`src/rtl/alu_op_issuer_if.sv`:
```
// alu_op_issuer_if: command, ALU pin and response bundle for alu_op_issuer
//   master: issuer side (takes commands, drives ALU pins, returns responses)
//   slave : environment side (issues commands, models ALU, consumes responses)
//   ALU_ISSUER_ZFLAG_EN adds rsp_zero
interface alu_op_issuer_if;
   logic        cmd_valid;
   logic        cmd_ready;
   logic [31:0] cmd_a;
   logic [31:0] cmd_b;
   logic        cmd_ci;
   logic [2:0]  cmd_f;
   logic [1:0]  cmd_dir;
   logic [4:0]  cmd_bite;
   logic [31:0] alu_a;
   logic [31:0] alu_b;
   logic        alu_ci;
   logic [2:0]  alu_f;
   logic [1:0]  alu_dir;
   logic [4:0]  alu_bite;
   logic [31:0] alu_s;
   logic        alu_co;
   logic        rsp_valid;
   logic        rsp_ready;
   logic [31:0] rsp_s;
   logic        rsp_co;
   logic [2:0]  rsp_f;
`ifdef ALU_ISSUER_ZFLAG_EN
   logic        rsp_zero;
   modport master (
      input  cmd_valid, cmd_a, cmd_b, cmd_ci, cmd_f, cmd_dir, cmd_bite, alu_s, alu_co, rsp_ready,
      output cmd_ready, alu_a, alu_b, alu_ci, alu_f, alu_dir, alu_bite, rsp_valid, rsp_s, rsp_co, rsp_f, rsp_zero
   );
   modport slave (
      output cmd_valid, cmd_a, cmd_b, cmd_ci, cmd_f, cmd_dir, cmd_bite, alu_s, alu_co, rsp_ready,
      input  cmd_ready, alu_a, alu_b, alu_ci, alu_f, alu_dir, alu_bite, rsp_valid, rsp_s, rsp_co, rsp_f, rsp_zero
   );
`else
   modport master (
      input  cmd_valid, cmd_a, cmd_b, cmd_ci, cmd_f, cmd_dir, cmd_bite, alu_s, alu_co, rsp_ready,
      output cmd_ready, alu_a, alu_b, alu_ci, alu_f, alu_dir, alu_bite, rsp_valid, rsp_s, rsp_co, rsp_f
   );
   modport slave (
      output cmd_valid, cmd_a, cmd_b, cmd_ci, cmd_f, cmd_dir, cmd_bite, alu_s, alu_co, rsp_ready,
      input  cmd_ready, alu_a, alu_b, alu_ci, alu_f, alu_dir, alu_bite, rsp_valid, rsp_s, rsp_co, rsp_f
   );
`endif
endinterface

```
`src/rtl/alu_op_issuer.sv`:
```
// alu_op_issuer: issues one ALU operation at a time, waits SETTLE_CYCLES, returns S/CO
//   clk, rst : clock and synchronous active-high reset
//   bus      : alu_op_issuer_if.master (cmd valid/ready in, alu_* pins out, rsp valid/ready out)
//   ALU_ISSUER_ZFLAG_EN adds rsp_zero = (captured S == 0)
module alu_op_issuer #(
   parameter int unsigned SETTLE_CYCLES = 1
) (
   input logic clk,
   input logic rst,
   alu_op_issuer_if.master bus
);
   typedef enum logic [1:0] {IDLE, SETTLE, RESP} state_t;
   localparam logic [3:0] CNT_INIT = 4'(SETTLE_CYCLES - 1);
   state_t      state_q, state_d;
   logic [3:0]  cnt_q, cnt_d;
   logic        cmd_ready_q, cmd_ready_d;
   logic [31:0] alu_a_q, alu_a_d, alu_b_q, alu_b_d;
   logic        alu_ci_q, alu_ci_d;
   logic [2:0]  alu_f_q, alu_f_d;
   logic [1:0]  alu_dir_q, alu_dir_d;
   logic [4:0]  alu_bite_q, alu_bite_d;
   logic        rsp_valid_q, rsp_valid_d;
   logic [31:0] rsp_s_q, rsp_s_d;
   logic        rsp_co_q, rsp_co_d;
   logic [2:0]  rsp_f_q, rsp_f_d;
`ifdef ALU_ISSUER_ZFLAG_EN
   logic        rsp_zero_q, rsp_zero_d;
   assign bus.rsp_zero = rsp_zero_q;
`endif
   always_comb begin
      state_d     = state_q;
      cnt_d       = cnt_q;
      alu_a_d     = alu_a_q;
      alu_b_d     = alu_b_q;
      alu_ci_d    = alu_ci_q;
      alu_f_d     = alu_f_q;
      alu_dir_d   = alu_dir_q;
      alu_bite_d  = alu_bite_q;
      rsp_valid_d = rsp_valid_q;
      rsp_s_d     = rsp_s_q;
      rsp_co_d    = rsp_co_q;
      rsp_f_d     = rsp_f_q;
`ifdef ALU_ISSUER_ZFLAG_EN
      rsp_zero_d  = rsp_zero_q;
`endif
      if (state_q == IDLE && bus.cmd_valid && cmd_ready_q) begin
         alu_a_d    = bus.cmd_a;
         alu_b_d    = bus.cmd_b;
         alu_ci_d   = bus.cmd_ci;
         alu_f_d    = bus.cmd_f;
         alu_dir_d  = bus.cmd_dir;
         alu_bite_d = bus.cmd_bite;
         cnt_d      = CNT_INIT;
         state_d    = SETTLE;
      end else if (state_q == SETTLE) begin
         if (cnt_q == 4'd0) begin
            rsp_s_d     = bus.alu_s;
            rsp_co_d    = (alu_f_q == 3'b001) ? bus.alu_co : 1'b0;
            rsp_f_d     = alu_f_q;
`ifdef ALU_ISSUER_ZFLAG_EN
            rsp_zero_d  = (bus.alu_s == 32'd0);
`endif
            rsp_valid_d = 1'b1;
            state_d     = RESP;
         end else begin
            cnt_d = cnt_q - 4'd1;
         end
      end else if (state_q == RESP && bus.rsp_ready) begin
         rsp_valid_d = 1'b0;
         state_d     = IDLE;
      end
      // ready is registered, so it is derived from the state being entered
      cmd_ready_d = (state_d == IDLE);
   end
   always_ff @(posedge clk) begin
      if (rst) begin
         state_q     <= IDLE;
         cnt_q       <= '0;
         cmd_ready_q <= 1'b0;
         alu_a_q     <= '0;
         alu_b_q     <= '0;
         alu_ci_q    <= 1'b0;
         alu_f_q     <= '0;
         alu_dir_q   <= '0;
         alu_bite_q  <= '0;
         rsp_valid_q <= 1'b0;
         rsp_s_q     <= '0;
         rsp_co_q    <= 1'b0;
         rsp_f_q     <= '0;
`ifdef ALU_ISSUER_ZFLAG_EN
         rsp_zero_q  <= 1'b0;
`endif
      end else begin
         state_q     <= state_d;
         cnt_q       <= cnt_d;
         cmd_ready_q <= cmd_ready_d;
         alu_a_q     <= alu_a_d;
         alu_b_q     <= alu_b_d;
         alu_ci_q    <= alu_ci_d;
         alu_f_q     <= alu_f_d;
         alu_dir_q   <= alu_dir_d;
         alu_bite_q  <= alu_bite_d;
         rsp_valid_q <= rsp_valid_d;
         rsp_s_q     <= rsp_s_d;
         rsp_co_q    <= rsp_co_d;
         rsp_f_q     <= rsp_f_d;
`ifdef ALU_ISSUER_ZFLAG_EN
         rsp_zero_q  <= rsp_zero_d;
`endif
      end
   end
   assign bus.cmd_ready = cmd_ready_q;
   assign bus.alu_a     = alu_a_q;
   assign bus.alu_b     = alu_b_q;
   assign bus.alu_ci    = alu_ci_q;
   assign bus.alu_f     = alu_f_q;
   assign bus.alu_dir   = alu_dir_q;
   assign bus.alu_bite  = alu_bite_q;
   assign bus.rsp_valid = rsp_valid_q;
   assign bus.rsp_s     = rsp_s_q;
   assign bus.rsp_co    = rsp_co_q;
   assign bus.rsp_f     = rsp_f_q;
endmodule

```
`src/flat_wrapper.sv`:
```
// flat-port wrapper written by rule: the top's interface ports become plain ports
module alu_op_issuer_flat 
#(
   parameter int unsigned SETTLE_CYCLES = 1
)
  (clk, rst, bus_cmd_valid, bus_cmd_a, bus_cmd_b, bus_cmd_ci, bus_cmd_f, bus_cmd_dir, bus_cmd_bite, bus_alu_s, bus_alu_co, bus_rsp_ready, bus_cmd_ready, bus_alu_a, bus_alu_b, bus_alu_ci, bus_alu_f, bus_alu_dir, bus_alu_bite, bus_rsp_valid, bus_rsp_s, bus_rsp_co, bus_rsp_f);
  alu_op_issuer_if bus_i ();
  input logic clk;
  input logic rst;
  input wire logic [$bits(bus_i.cmd_valid)-1:0] bus_cmd_valid;
  input wire logic [$bits(bus_i.cmd_a)-1:0] bus_cmd_a;
  input wire logic [$bits(bus_i.cmd_b)-1:0] bus_cmd_b;
  input wire logic [$bits(bus_i.cmd_ci)-1:0] bus_cmd_ci;
  input wire logic [$bits(bus_i.cmd_f)-1:0] bus_cmd_f;
  input wire logic [$bits(bus_i.cmd_dir)-1:0] bus_cmd_dir;
  input wire logic [$bits(bus_i.cmd_bite)-1:0] bus_cmd_bite;
  input wire logic [$bits(bus_i.alu_s)-1:0] bus_alu_s;
  input wire logic [$bits(bus_i.alu_co)-1:0] bus_alu_co;
  input wire logic [$bits(bus_i.rsp_ready)-1:0] bus_rsp_ready;
  output wire logic [$bits(bus_i.cmd_ready)-1:0] bus_cmd_ready;
  output wire logic [$bits(bus_i.alu_a)-1:0] bus_alu_a;
  output wire logic [$bits(bus_i.alu_b)-1:0] bus_alu_b;
  output wire logic [$bits(bus_i.alu_ci)-1:0] bus_alu_ci;
  output wire logic [$bits(bus_i.alu_f)-1:0] bus_alu_f;
  output wire logic [$bits(bus_i.alu_dir)-1:0] bus_alu_dir;
  output wire logic [$bits(bus_i.alu_bite)-1:0] bus_alu_bite;
  output wire logic [$bits(bus_i.rsp_valid)-1:0] bus_rsp_valid;
  output wire logic [$bits(bus_i.rsp_s)-1:0] bus_rsp_s;
  output wire logic [$bits(bus_i.rsp_co)-1:0] bus_rsp_co;
  output wire logic [$bits(bus_i.rsp_f)-1:0] bus_rsp_f;
  assign bus_i.cmd_valid = bus_cmd_valid;
  assign bus_i.cmd_a = bus_cmd_a;
  assign bus_i.cmd_b = bus_cmd_b;
  assign bus_i.cmd_ci = bus_cmd_ci;
  assign bus_i.cmd_f = bus_cmd_f;
  assign bus_i.cmd_dir = bus_cmd_dir;
  assign bus_i.cmd_bite = bus_cmd_bite;
  assign bus_i.alu_s = bus_alu_s;
  assign bus_i.alu_co = bus_alu_co;
  assign bus_i.rsp_ready = bus_rsp_ready;
  assign bus_cmd_ready = bus_i.cmd_ready;
  assign bus_alu_a = bus_i.alu_a;
  assign bus_alu_b = bus_i.alu_b;
  assign bus_alu_ci = bus_i.alu_ci;
  assign bus_alu_f = bus_i.alu_f;
  assign bus_alu_dir = bus_i.alu_dir;
  assign bus_alu_bite = bus_i.alu_bite;
  assign bus_rsp_valid = bus_i.rsp_valid;
  assign bus_rsp_s = bus_i.rsp_s;
  assign bus_rsp_co = bus_i.rsp_co;
  assign bus_rsp_f = bus_i.rsp_f;
  alu_op_issuer #(.SETTLE_CYCLES(SETTLE_CYCLES)) u_core (.clk(clk), .rst(rst), .bus(bus_i));
endmodule
```
`config.mk`:
```
export PLATFORM = sky130hd
export DESIGN_NAME = alu_op_issuer_flat
export DESIGN_NICKNAME = d
export VERILOG_FILES = /design/src/rtl/alu_op_issuer_if.sv /design/src/rtl/alu_op_issuer.sv /design/src/flat_wrapper.sv
export SDC_FILE = /design/constraint.sdc
export NUM_CORES = 1
export LEC_CHECK = 0
export BUFFER_PORTS_ARGS = -buffer_cell sky130_fd_sc_hd__buf_2
export CAP_MARGIN = 40
export CORE_MARGIN = 1
export CORE_UTILIZATION = 49
export CTS_CLUSTER_DIAMETER = 60
export DETAILED_ROUTE_END_ITERATION = 8
export PLACE_DENSITY = 0.82
export SLEW_MARGIN = 5
export SYNTH_ARGS = -nofsm -noshare
export SYNTH_HDL_FRONTEND = slang
export SYNTH_SLANG_ARGS = --single-unit
```
`constraint.sdc`:
```
create_clock -name clk -period 2.45 [get_ports clk]
set_input_delay 0.49 -clock clk [delete_from_list [all_inputs] [get_ports clk]]
set_output_delay 0.49 -clock clk [all_outputs]
set_load 0.02 [all_outputs]
```
# [After elaboration in Yosys (flattened, before gate mapping)]
# Cells that the tools add are included.
[word_totals] reg_bits=119 input_bits=112 out_inout_bits=113 word_cells=39
[classes] addsub=1 eq_ne=4 mux=8 n_bitwise=2 n_reduce_logical=11
[op_table] operator="2-bit two-way mux" n=4
[op_table] operator="3-bit AND reduction" n=2
[op_table] operator="2-bit logical NOT" n=2
[op_table] operator="4-bit logical NOT" n=1
[op_table] operator="1-bit two-way mux" n=4
[op_table] operator="4-bit by 1-bit subtractor with 4-bit output (second input constant)" n=1
[op_table] operator="3-bit by 1-bit equality test with 1-bit output (second input constant)" n=1
[op_table] operator="1-bit logical AND" n=3
[op_table] operator="2-bit by 1-bit equality test with 1-bit output (second input constant)" n=1
[op_table] operator="2-bit equality test (second input constant)" n=1
[op_table] operator="2-bit inequality test (second input constant)" n=1
[op_table] operator="1-bit inverter" n=2
[op_table] operator="2-bit AND reduction" n=1
[op_table] operator="2-bit nonzero test" n=1
[op_table] operator="2-bit OR reduction" n=1

# [Depth between registers and ports, before layout]
# Gate-level depths: netlist of run 1.
[logic_depth] word_depth=6 mapped_depth=7

# [Least setup slack after synthesis of run 1]
# Ideal clock, no wire load.
[synth_timing] path_kind="register to register" from="reg u_core.cnt_q[0]" to="reg u_core.cnt_q[3]" setup_ns=0.070 arrival_time_ns=1.306 required_time_ns=2.380 path_slack_ns=1.075 stages_incl_launch_ff=6 path_buffers=0 synth_period_minus_slack_ns=1.375 path_cell_list="dfxtp_1 -> inv_1 -> ha_1 -> nor3b_1 -> or4_1 -> a21oi_1"
[synth_between] elab_chain_cells=3
[synth_rtl] element="start, declared" line_no="alu_op_issuer.sv:15" rtl="logic [3:0] cnt_q, cnt_d;"
[synth_rtl] element="start signal, assigned" line_no="alu_op_issuer.sv:95" rtl="cnt_q <= cnt_d;"
[synth_rtl] element="branches (longest 3 deep; another with 4-bit by 1-bit subtractor with 4-bit output)"
# Parallel ways; which one is timed is not known.
# A chain may end at the register's enable or synchronous reset.

# [Worst setup path after layout of run 1]
[layout_timing] from="reg u_core.state_q[0]" to="reg u_core.rsp_s_q[31], in the netlist u_core.bus.rsp_s[31]"
[layout_between] elab_chain_cells=5
[layout_rtl] element="start, declared" line_no="alu_op_issuer.sv:14" rtl="state_t state_q, state_d;"
[layout_rtl] element="start signal, assigned" line_no="alu_op_issuer.sv:94" rtl="state_q <= state_d;"
[layout_rtl] element="2-bit logical NOT" line_no="alu_op_issuer.sv:46" rtl="if (state_q == IDLE && bus.cmd_valid && cmd_ready_q) begin"
[layout_rtl] element="1-bit logical AND (2 in a row)" line_no="alu_op_issuer.sv:46"
[layout_rtl] element="1-bit inverter (no source line)"
[layout_rtl] element="3-bit AND reduction (no source line) (*)"
[layout_rtl] element="end signal, assigned" line_no="alu_op_issuer.sv:104" rtl="rsp_s_q <= rsp_s_d;"
[layout_rtl] element="end, declared" line_no="alu_op_issuer.sv:23" rtl="logic [31:0] rsp_s_q, rsp_s_d;"
# Every way passes the cells marked *; elsewhere a longest branch is shown, timed or not.

==> reports/qor.txt, run 1 <==
status - completed
core area - 8760 µm²
cell area after layout - 6260 µm²
synth warn - 0
Post-DP Area - 5610 µm²
port bufs - 224
CP max FO - 35
endpoints failing hold - 0
Seq/Total Area, Yosys - 53.3%
hold_sp - bus_rsp_ready
Detail Route Antenna Nets - 0
first-pass GRT wire length - 18500 µm
syn nets - 640
Max VDD drop - 0.000463 V
initial antenna violation count - 0
Vert. Die Dim - 97.5 µm
Max Slew Vio Count - 0
Pwr per Cell Area - 865 nW/µm²
total die area - 9520 µm²
RSZ-0062 raised after global routing - false
CTS Sinks - 119
Tcrit/Tclk final - 71.1%
Leakage - 0.00286 µW
total CTS buffers - 17
Worst Hold Class - primary input to register
GRT Overall Usage - 24.0%
Starting Density - 51.0%
Worst-Skew Late Latency - 0.50 ns
Remaining DRCs - 0
fraction of registers with async set/reset - 0%
post-CTS setup buffer count - 0
CP Capture Type - register
wire per inst - 13.2 µm
number of gates resized after CTS - 0
# diodes - 0
Placer Congestion - 0.772
hold_buf cts - 0
I/O pins - 225
root buffer cell - clkbuf_8
final net count - 852
number of global-route vias before repair - 4067
shortest period the worst path allows - 1.74 ns
Die Wd - 97.5 µm
max cap viols - 0
Yosys top cell area share - 53.3%
CTS tree - built
DP HPWL - 7920 µm
Synth cell types - 29
CTS Buffer Depth - 2
Synth Register Bits - 119
DR iter-0 viols - 78
Slew @ Worst Pin - 0.845 ns
Total Neg Setup Slack - 0 ns
DR vias - 4247
Worst Path Arrival - 2.16 ns
DR pass1 iterations - 5
Post-synth EDFFs - 0
Synth Flop Type - dfxtp_1
layout cells sized above 1 - 38.3%
Avg Cell Area, Syn - 8.49 µm²
Netlist Area Pre-Place - 4470 µm²
H-tree Lvls - 4
CTS clk-pin slew, worst paths - 0.06 ns
largest net degree at the start of global routing - 79
Max Freq - 0.574 GHz
top-count cell post-synth - nand2_1
Max-slew headroom - 43.7%
Congestion Overflow GR - 0
FF-to-FF Start - u_core.state_q[0]
area grow syn2layout - 40.1%
worst path required time - 2.87 ns
vias per inst - 4.94
Post-Synthesis Cells - 527
top cells by count, synth - nand2_1, dfxtp_1, a21oi_1
Critical Path Start - u_core.state_q[0]
row count - 34
Yosys top cell by area - dfxtp_1
total wire length - 11400 µm
endpoints failing setup - 0
CP Launch Type - register
CP Class - register to register
Clock Skew - 0.00800 ns
synth top area cells - dfxtp_1, nand2_1, a21oi_1
logic make-up after synthesis:
group	share of synthesized area, %
AND/OR/NAND/NOR	22.3
AO/OA/AOI/OAI	11.5
buffers and inverters	5.51
flip-flops	53.3
adder cells (fa/ha/maj)	0.280
multiplexers	7.16
through the flow:
step	setup slack, ns	hold WS, ns	util, %	instances	power, µW
after floorplan	1.07	0.454	-	527	2490
after global placement	0.819	0.439	64.0	828	2700
after detailed placement	0.751	0.443	64.0	828	2720
after CTS	0.706	0.197	71.5	860	5470
after global routing	0.560	0.205	71.5	860	5620
final	0.708	0.220	71.5	860	5420
where the power goes:
| part | switching, µW | leakage (µW) | internal (µW) |
|---|---|---|---|
| registers | 51.4 | 0.000967 | 2030 |
| clock network | 853 | 0.000319 | 1880 |
| logic | 370 | 0.00157 | 225 |
layout by cell type, fill, tap and decap left out:
| cell type | n |
|---|---|
| nor4bb_1 | 1 |
| mux2i_1 | 32 |
| clkbuf_8 | 2 |
| nand2b_4 | 1 |
| a211oi_1 | 2 |
| a21oi_1 | 72 |
| and4bb_2 | 2 |
| inv_1 | 5 |
| inv_2 | 1 |
| a21oi_2 | 10 |
| clkinv_2 | 2 |
| ha_1 | 1 |
| buf_2 | 224 |
| dfxtp_1 | 119 |
| nor3b_1 | 2 |
| or2_2 | 1 |
| bufinv_16 | 6 |
| or3_1 | 2 |
| nand2_2 | 10 |
| o311ai_0 | 1 |
| nand4bb_4 | 1 |
| or4_1 | 1 |
| nand3b_1 | 1 |
| clkbuf_16 | 16 |
| buf_12 | 2 |
| nand2_1 | 212 |
| nor3_4 | 1 |
| a311oi_1 | 1 |
| clkinv_4 | 3 |
| clkinvlp_4 | 1 |
| o21ai_0 | 7 |
| clkbuf_1 | 2 |
| nand4_1 | 3 |
| buf_4 | 5 |
final timing paths:
| check | endpoint | slack (ns) | cells after the start |
|---|---|---|---|
| max | u_core.bus.rsp_s[31] | 0.71 | 4 |
| max reg2reg | u_core.bus.rsp_s[31] | 0.71 | 4 |
| min reg2reg | u_core.bus.alu_a[22] | 0.45 | 2 |
| min | u_core.bus.rsp_valid | 0.22 | 2 |
area by class of cell:
class / instances / area (µm²)
sequential: 119 / 2380
inverter: 6 / 22.5
clock inverter: 12 / 224
fill: 719 / 2500
timing repair buffer: 231 / 1200
multi-input combinational: 364 / 1870
tap: 108 / 135
clock buffer: 20 / 435
layer usage:
| metal | share of wire (%) | track usage [%] | up-vias | routed length (µm) |
|---|---|---|---|---|
| met1 | 41 | 27.4 | 1937 | 4670 |
| li1 | - | - | 2145 | - |
| met3 | 6.8 | 7.63 | 13 | 768 |
| met5 | 0 | 0 | - | 0 |
| met2 | 51 | 42.3 | 152 | 5780 |
| met4 | 1.3 | 7.58 | 0 | 151 |
state kept, by name, indices dropped and copies added, names as in the netlist:
| register | flops |
|---|---|
| u_core.bus.alu_a | 32 |
| u_core.bus.alu_b | 32 |
| u_core.bus.rsp_s | 32 |
| u_core.bus.alu_bite | 5 |
| u_core.cnt_q | 4 |
| u_core.bus.alu_f | 3 |
| u_core.bus.rsp_f | 3 |
| u_core.bus.alu_dir | 2 |
| u_core.state_q | 2 |
| u_core.bus.alu_ci | 1 |
| u_core.bus.cmd_ready | 1 |
| u_core.bus.rsp_co | 1 |
| u_core.bus.rsp_valid | 1 |
critical path, stage by stage (launching register included):
cell and delay (ns):
dfxtp_1 0.51, nand3b_1 0.22, nor3_4 0.14, buf_4 0.48, mux2i_1 0.28
(Power assumes the default switching activity.)
==> inputs of run 2 (changes only) <==
--- a/config.mk
+++ b/config.mk
@@ -8,10 +8,10 @@
 export BUFFER_PORTS_ARGS = -buffer_cell sky130_fd_sc_hd__buf_2
 export CAP_MARGIN = 40
 export CORE_MARGIN = 1
-export CORE_UTILIZATION = 49
+export CORE_UTILIZATION = 41
 export CTS_CLUSTER_DIAMETER = 60
 export DETAILED_ROUTE_END_ITERATION = 8
-export PLACE_DENSITY = 0.82
+export PLACE_DENSITY = 0.73
 export SLEW_MARGIN = 5
 export SYNTH_ARGS = -nofsm -noshare
 export SYNTH_HDL_FRONTEND = slang
==> constraint.sdc (replaced) <==
create_clock -name clk -period 1.5 [get_ports clk]
set_input_delay 0.3 -clock clk [delete_from_list [all_inputs] [get_ports clk]]
set_output_delay 0.3 -clock clk [all_outputs]
set_load 0.02 [all_outputs]
==> reports/qor.txt, run 2 (same netlist as run 1, synthesis figures left out) <==
Max VDD drop - 0.000588 V (+27%)
CTS Buffer Depth - 2 (unchanged)
Final Non-Filler Cells - 896 (+4.2%)
crit-path max cell delay - 0.32 ns (-0.19 ns)
Tcrit/Tclk final - 98.4% (+27 points)
Final Power - 8210 µW (+51%)
largest net degree at the start of global routing - 79 (unchanged)
P_sw - 2020 µW (+58%)
CP max stage cell - dfxtp_2
worst hold path depth - 3 (+1)
Starting Density - 42.8% (-8.3 points)
Flop pwr share - 41.5% (+3.0 points)
total die area - 11300 µm² (+19%)
layout cells sized above 1 - 39.6% (+1.3 points)
Max Freq - 0.677 GHz (+18%)
Detail Route Antenna Nets - 0 (unchanged)
# diodes - 0 (unchanged)
shortest period the worst path allows - 1.48 ns (-0.266 ns)
Placer Congestion - 0.738 (-4.4%)
worst path required time - 1.92 ns (-0.95 ns)
H-tree Lvls - 4 (unchanged)
most common cell after layout, fill and taps aside - buf_2
port bufs - 224 (unchanged)
DR pass1 iterations - 4 (-1)
Inst Count DP - 857 (+3.5%)
total CTS buffers - 17 (unchanged)
hold_sp - bus_cmd_a[27]
Clock power frac - 46.0% (-4.5 points)
CTS Sinks - 119 (unchanged)
r2r setup slk - 0.02 ns (-0.68 ns)
total wire length - 11700 µm (+3.1%)
Worst Path Arrival - 1.90 ns (-0.26 ns)
GRT Overall Usage - 19.9% (-4.1 points)
Place WS - 0.0320 ns (-0.719 ns)
CP max FO - 5 (-86%)
CTS clk-pin slew, worst paths - 0.06 ns (about the same)
Comb power frac - 12.5% (+1.5 points)
Internal Pwr Total - 6190 µW (+49%)
Worst Hold Class - primary input to register
area of the multi-input gates - 1880 µm² (+0.67%)
Slew @ Worst Pin - 0.422 ns (-0.423 ns)
number of global-route vias before repair - 4070 (+0.074%)
endpoints failing setup - 0 (unchanged)
DR iter-0 viols - 226 (+190%)
Worst-Skew Late Latency - 0.50 ns (about the same)
initial antenna violation count - 0 (unchanged)
most frequent cells in the layout - buf_2, nand2_1, dfxtp_1
CP Class - register to register
Congestion Overflow GR - 0 (unchanged)
Leakage - 0.00290 µW (+1.4%)
post-layout util - 61.0% (-10 points)
Fill cells - 917 (+28%)
DP HPWL - 7950 µm (+0.40%)
wire per inst - 13.1 µm (-1.0%)
R2R Path End - u_core.bus.rsp_s[28]
first-pass GRT wire length - 18000 µm (-2.8%)
I/O pins - 225 (unchanged)
Hold Path End - u_core.bus.alu_a[27]
CP Capture Type - register
max cap viols - 0 (unchanged)
RSZ-0062 raised after global routing - true
core area - 10500 µm² (+19%)
Max Slew Vio Count - 0 (unchanged)
Pwr per Cell Area - 1290 nW/µm² (+49%)
Max-slew headroom - 71.8% (+28 points)
final net count - 862 (+1.2%)
root buffer cell - clkbuf_8
Remaining DRCs - 0 (unchanged)
DR vias - 4304 (+1.3%)
status - completed
crit-path cells - inv_2 > ha_4 > nand3b_1 > nor3_4 > buf_6 > clkbuf_16 > mux2i_1
Die Wd - 106 µm (+9.1%)
FF-to-FF Start - u_core.cnt_q[1]
R2R depth - 7 (+3)
row count - 37 (+8.8%)
vias per inst - 4.80 (-2.7%)
register area - 2380 µm² (+0.11%)
Switching Share - 24.6% (+1.0 points)
Clock Skew - 0.00629 ns (-0.00172 ns)
Setup WS post-layout - 0.0236 ns (-0.684 ns)
area grow syn2layout - 42.7%
CTS tree - built
endpoints failing hold - 0 (unchanged)
CP Launch Type - register
Vert. Die Dim - 106 µm (+9.1%)
-- run 2: cell count changes in the layout (fill, tap and decap cells not counted), sizes merged --
| cell | change |
|---|---|
| buf | +7 |
| bufinv | -4 |
| clkbuf | +3 |
| clkinv | +1 |
| dlygate4sd3 | +1 |
-- run 2: worst max path at each step --
stage | slack, ns | depth (start not counted) | start | end
floorplan | 0.12 | 5 | u_core.cnt_q[0] | u_core.cnt_q[3]
global placement | 0.08 | 5 | u_core.cnt_q[0] | u_core.cnt_q[3]
detailed placement | 0.03 | 6 | u_core.cnt_q[1] | u_core.bus.rsp_s[8]
CTS | 0.02 | 6 | u_core.cnt_q[1] | u_core.bus.rsp_s[24]
global route | -0.04 | 7 | u_core.cnt_q[1] | u_core.bus.rsp_s[29]
finish | 0.02 | 7 | u_core.cnt_q[1] | u_core.bus.rsp_s[28]
-- run 2: repair_timing --
item | in CTS | in global routing
resized for setup | 0 | 7
endpoints found under the hold margin | 1 | 0
buffers inserted | 0 | 3
hold buffers | 1 | 0
endpoints found under the setup margin | 0 | 36
-- run 2: worst max-delay path: cells and delay by family, from the launching register on --
family                   cells  cell delay, ns
flip-flops                   1            0.32
adder cells (fa/ha/maj)      1            0.13
buffers and inverters        3            0.38
AND/OR/NAND/NOR              2            0.37
multiplexers                 1            0.19
-- run 2: routing by layer --
| metal | vias to the layer above | wire length [µm] | GRT usage, % |
|---|---|---|---|
| met4 | 0 | 252 | 8.90 |
| li1 | 2154 | - | - |
| met1 | 1957 | 4800 | 21.7 |
| met5 | - | 0 | 0 |
| met2 | 167 | 5920 | 35.8 |
| met3 | 26 | 745 | 5.46 |
-- run 2: metrics by stage --
step	TNS, ns	cell area (µm²)	hold WS (ns)
3_5_place_dp	0	5690	0.443
2_1_floorplan	0	4470	0.419
4_1_cts	0	6260	0.00878
5_1_grt	-0.489	6380	0.0144
3_3_place_gp	0	5690	0.438
6_report	0	6380	0.0346
-- run 2: power by group through the flow --
stage | registers (µW) | clock network (µW) | logic [µW]
finish | 3400 | 3780 | 1030
global route | 3420 | 4020 | 1120
CTS | 3400 | 3880 | 999
detailed placement | 3470 | 0 | 994
global placement | 3460 | 0 | 973
floorplan | 3650 | 0 | 428
-- run 2: layout make-up --
type | instances | area share, %
Clock buffer | 21 | 7.20
Clock inverter | 9 | 1.59
Inverter | 6 | 0.353
Multi-Input combinational cell | 364 | 29.5
Sequential cell | 119 | 37.4
Tap cell | 136 | 2.67
Timing Repair Buffer | 241 | 21.4
==> inputs of run 3 (changes only) <==
--- a/config.mk
+++ b/config.mk
@@ -8,10 +8,11 @@
 export BUFFER_PORTS_ARGS = -buffer_cell sky130_fd_sc_hd__buf_2
 export CAP_MARGIN = 40
 export CORE_MARGIN = 1
-export CORE_UTILIZATION = 41
+export CORE_UTILIZATION = 42
+export CTS_BUF_LIST = sky130_fd_sc_hd__clkbuf_8
 export CTS_CLUSTER_DIAMETER = 60
 export DETAILED_ROUTE_END_ITERATION = 8
-export PLACE_DENSITY = 0.73
+export PLACE_DENSITY = 0.74
 export SLEW_MARGIN = 5
 export SYNTH_ARGS = -nofsm -noshare
 export SYNTH_HDL_FRONTEND = slang
==> reports/qor.txt, run 3 (same netlist as run 1, synthesis figures left out) <==
most common cell after layout, fill and taps aside - buf_2
area grow syn2layout - 40.1%
Setup WS post-layout - -0.00985 ns (-0.0335 ns)
CP Class - register to register
endpoints failing hold - 0 (unchanged)
r2r setup slk - -0.01 ns (-0.03 ns)
Total Neg Setup Slack - -0.0115 ns (-0.0115 ns)
total wire length - 11900 µm (+1.7%)
Tcrit/Tclk final - 101% (+2.2 points)
CP Launch Type - register
shortest period the worst path allows - 1.51 ns (+0.0335 ns)
most frequent cells in the layout - buf_2, nand2_1, dfxtp_1
Starting Density - 43.3% (+0.58 points)
Max Slew Vio Count - 0 (unchanged)
CP max FO - 8 (+3)
Inst Count DP - 860 (+0.35%)
violated checks - negative setup slack
core area - 10300 µm² (-1.3%)
worst path required time - 1.84 ns (-0.08 ns)
H-tree Lvls - 4 (unchanged)
hold_sp - bus_rsp_ready
CTS Buffer Depth - 2 (unchanged)
Die Wd - 105 µm (-1.2%)
FF-to-FF Start - u_core.cnt_q[1]
DR iter-0 viols - 275 (+22%)
CTS tree - built
port bufs - 224 (unchanged)
GRT Overall Usage - 20.7% (+0.84 points)
Clock Skew - 0.0102 ns (+0.00393 ns)
Slew @ Worst Pin - 0.488 ns (+0.0656 ns)
CP Capture Type - register
largest net degree at the start of global routing - 73 (-7.6%)
DP HPWL - 8130 µm (+2.2%)
endpoints failing setup - 2 (+2)
Detail Route Antenna Nets - 0 (unchanged)
initial antenna violation count - 0 (unchanged)
first-pass GRT wire length - 18400 µm (+2.7%)
CTS Sinks - 119 (unchanged)
Placer Congestion - 0.729 (-1.3%)
max cap viols - 0 (unchanged)
I/O pins - 225 (unchanged)
Worst Hold Class - primary input to register
row count - 37 (unchanged)
DR vias - 4346 (+0.98%)
vias per inst - 4.83 (+0.53%)
Critical Path Start - u_core.cnt_q[1]
layout cells sized above 1 - 40.3% (+0.71 points)
DR pass1 iterations - 5 (+1)
Congestion Overflow GR - 0 (unchanged)
number of global-route vias before repair - 4074 (+0.098%)
Max-slew headroom - 67.4% (-4.4 points)
Max Freq - 0.662 GHz (-2.2%)
Worst-Skew Late Latency - 0.41 ns (-0.09 ns)
status - complete, but fails checks
Worst Path Arrival - 1.85 ns (-0.05 ns)
CTS clk-pin slew, worst paths - 0.07 ns (about the same)
Final Non-Filler Cells - 900 (+0.45%)
Vert. Die Dim - 105 µm (-1.2%)
Remaining DRCs - 0 (unchanged)
root buffer cell - clkbuf_8
Pwr per Cell Area - 1160 nW/µm² (-9.5%)
wire per inst - 13.2 µm (+1.2%)
Leakage - 0.00283 µW (-2.4%)
final net count - 864 (+0.23%)
RSZ-0062 raised after global routing - true
# diodes - 0 (unchanged)
Max VDD drop - 0.000632 V (+7.5%)
total die area - 11100 µm² (-2.3%)
total CTS buffers - 17 (unchanged)
run 3: cell count changes in the layout (fill, tap and decap cells not counted), sizes merged:
cell         delta
clkinv          -3
inv             +1
dlygate4sd3     -1
clkinvlp        +5
buf             +2
run 3: area by class of cell:
class                           instances  area, µm²
Clock buffer                           20        275
Multi-Input combinational cell        364       1880
Tap cell                              136        170
Sequential cell                       119       2390
Inverter                                6       22.5
Fill cell                             917       4060
Timing Repair Buffer                  243       1400
Clock inverter                         12        128
run 3: timing repair:
action,4_1_cts,5_1_grt
cloned,0,6
setup endpoints to repair,3,37
pin swaps,0,2
setup buffers,0,2
resized for setup,1,7
hold buffers,0,0
run 3: metal layers:
layer / vias to the layer above / global-route usage, % / wire [µm]
met3: 20 / 7.30 / 736
met4: 0 / 7.34 / 187
met2: 157 / 36.4 / 6160
li1: 2168 / - / -
met1: 2001 / 23.0 / 4830
met5: - / 0 / 0
run 3: worst paths after layout:
kind / endpoint / cells after the start
setup / recovery: u_core.bus.rsp_s[31] / 7
hold / removal: u_core.bus.rsp_valid / 2
setup reg to reg: u_core.bus.rsp_s[31] / 7
hold reg to reg: u_core.bus.alu_b[14] / 2
run 3: critical path, cell delays in order (launching register included):
cell and delay [ns]:
dfxtp_2 0.33, inv_2 0.08, ha_4 0.14, nand3b_1 0.16, nor3_4 0.23, buf_12 0.16
buf_6 0.16, mux2i_1 0.19
run 3: power by group:
group	switching, µW	internal [µW]	total [µW]
clock	1250	1600	2850
combinational	626	423	1050
sequential	81.7	3320	3400
total	1960	5340	7300
run 3: per-stage QoR:
| stage | hold WS (ns) | setup slack (ns) | instance area [µm²] | utilization [%] | power (µW) |
|---|---|---|---|---|---|
| CTS | 0.0830 | -0.0151 | 6110 | 59.2 | 7320 |
| global placement | 0.438 | 0.0821 | 5710 | 55.3 | 4440 |
| floorplan | 0.419 | 0.125 | 4470 | - | 4070 |
| finish | 0.115 | -0.00985 | 6270 | 60.7 | 7300 |
| global route | 0.0843 | -0.0947 | 6270 | 60.7 | 7640 |
| detailed placement | 0.445 | -0.00938 | 5710 | 55.3 | 4470 |
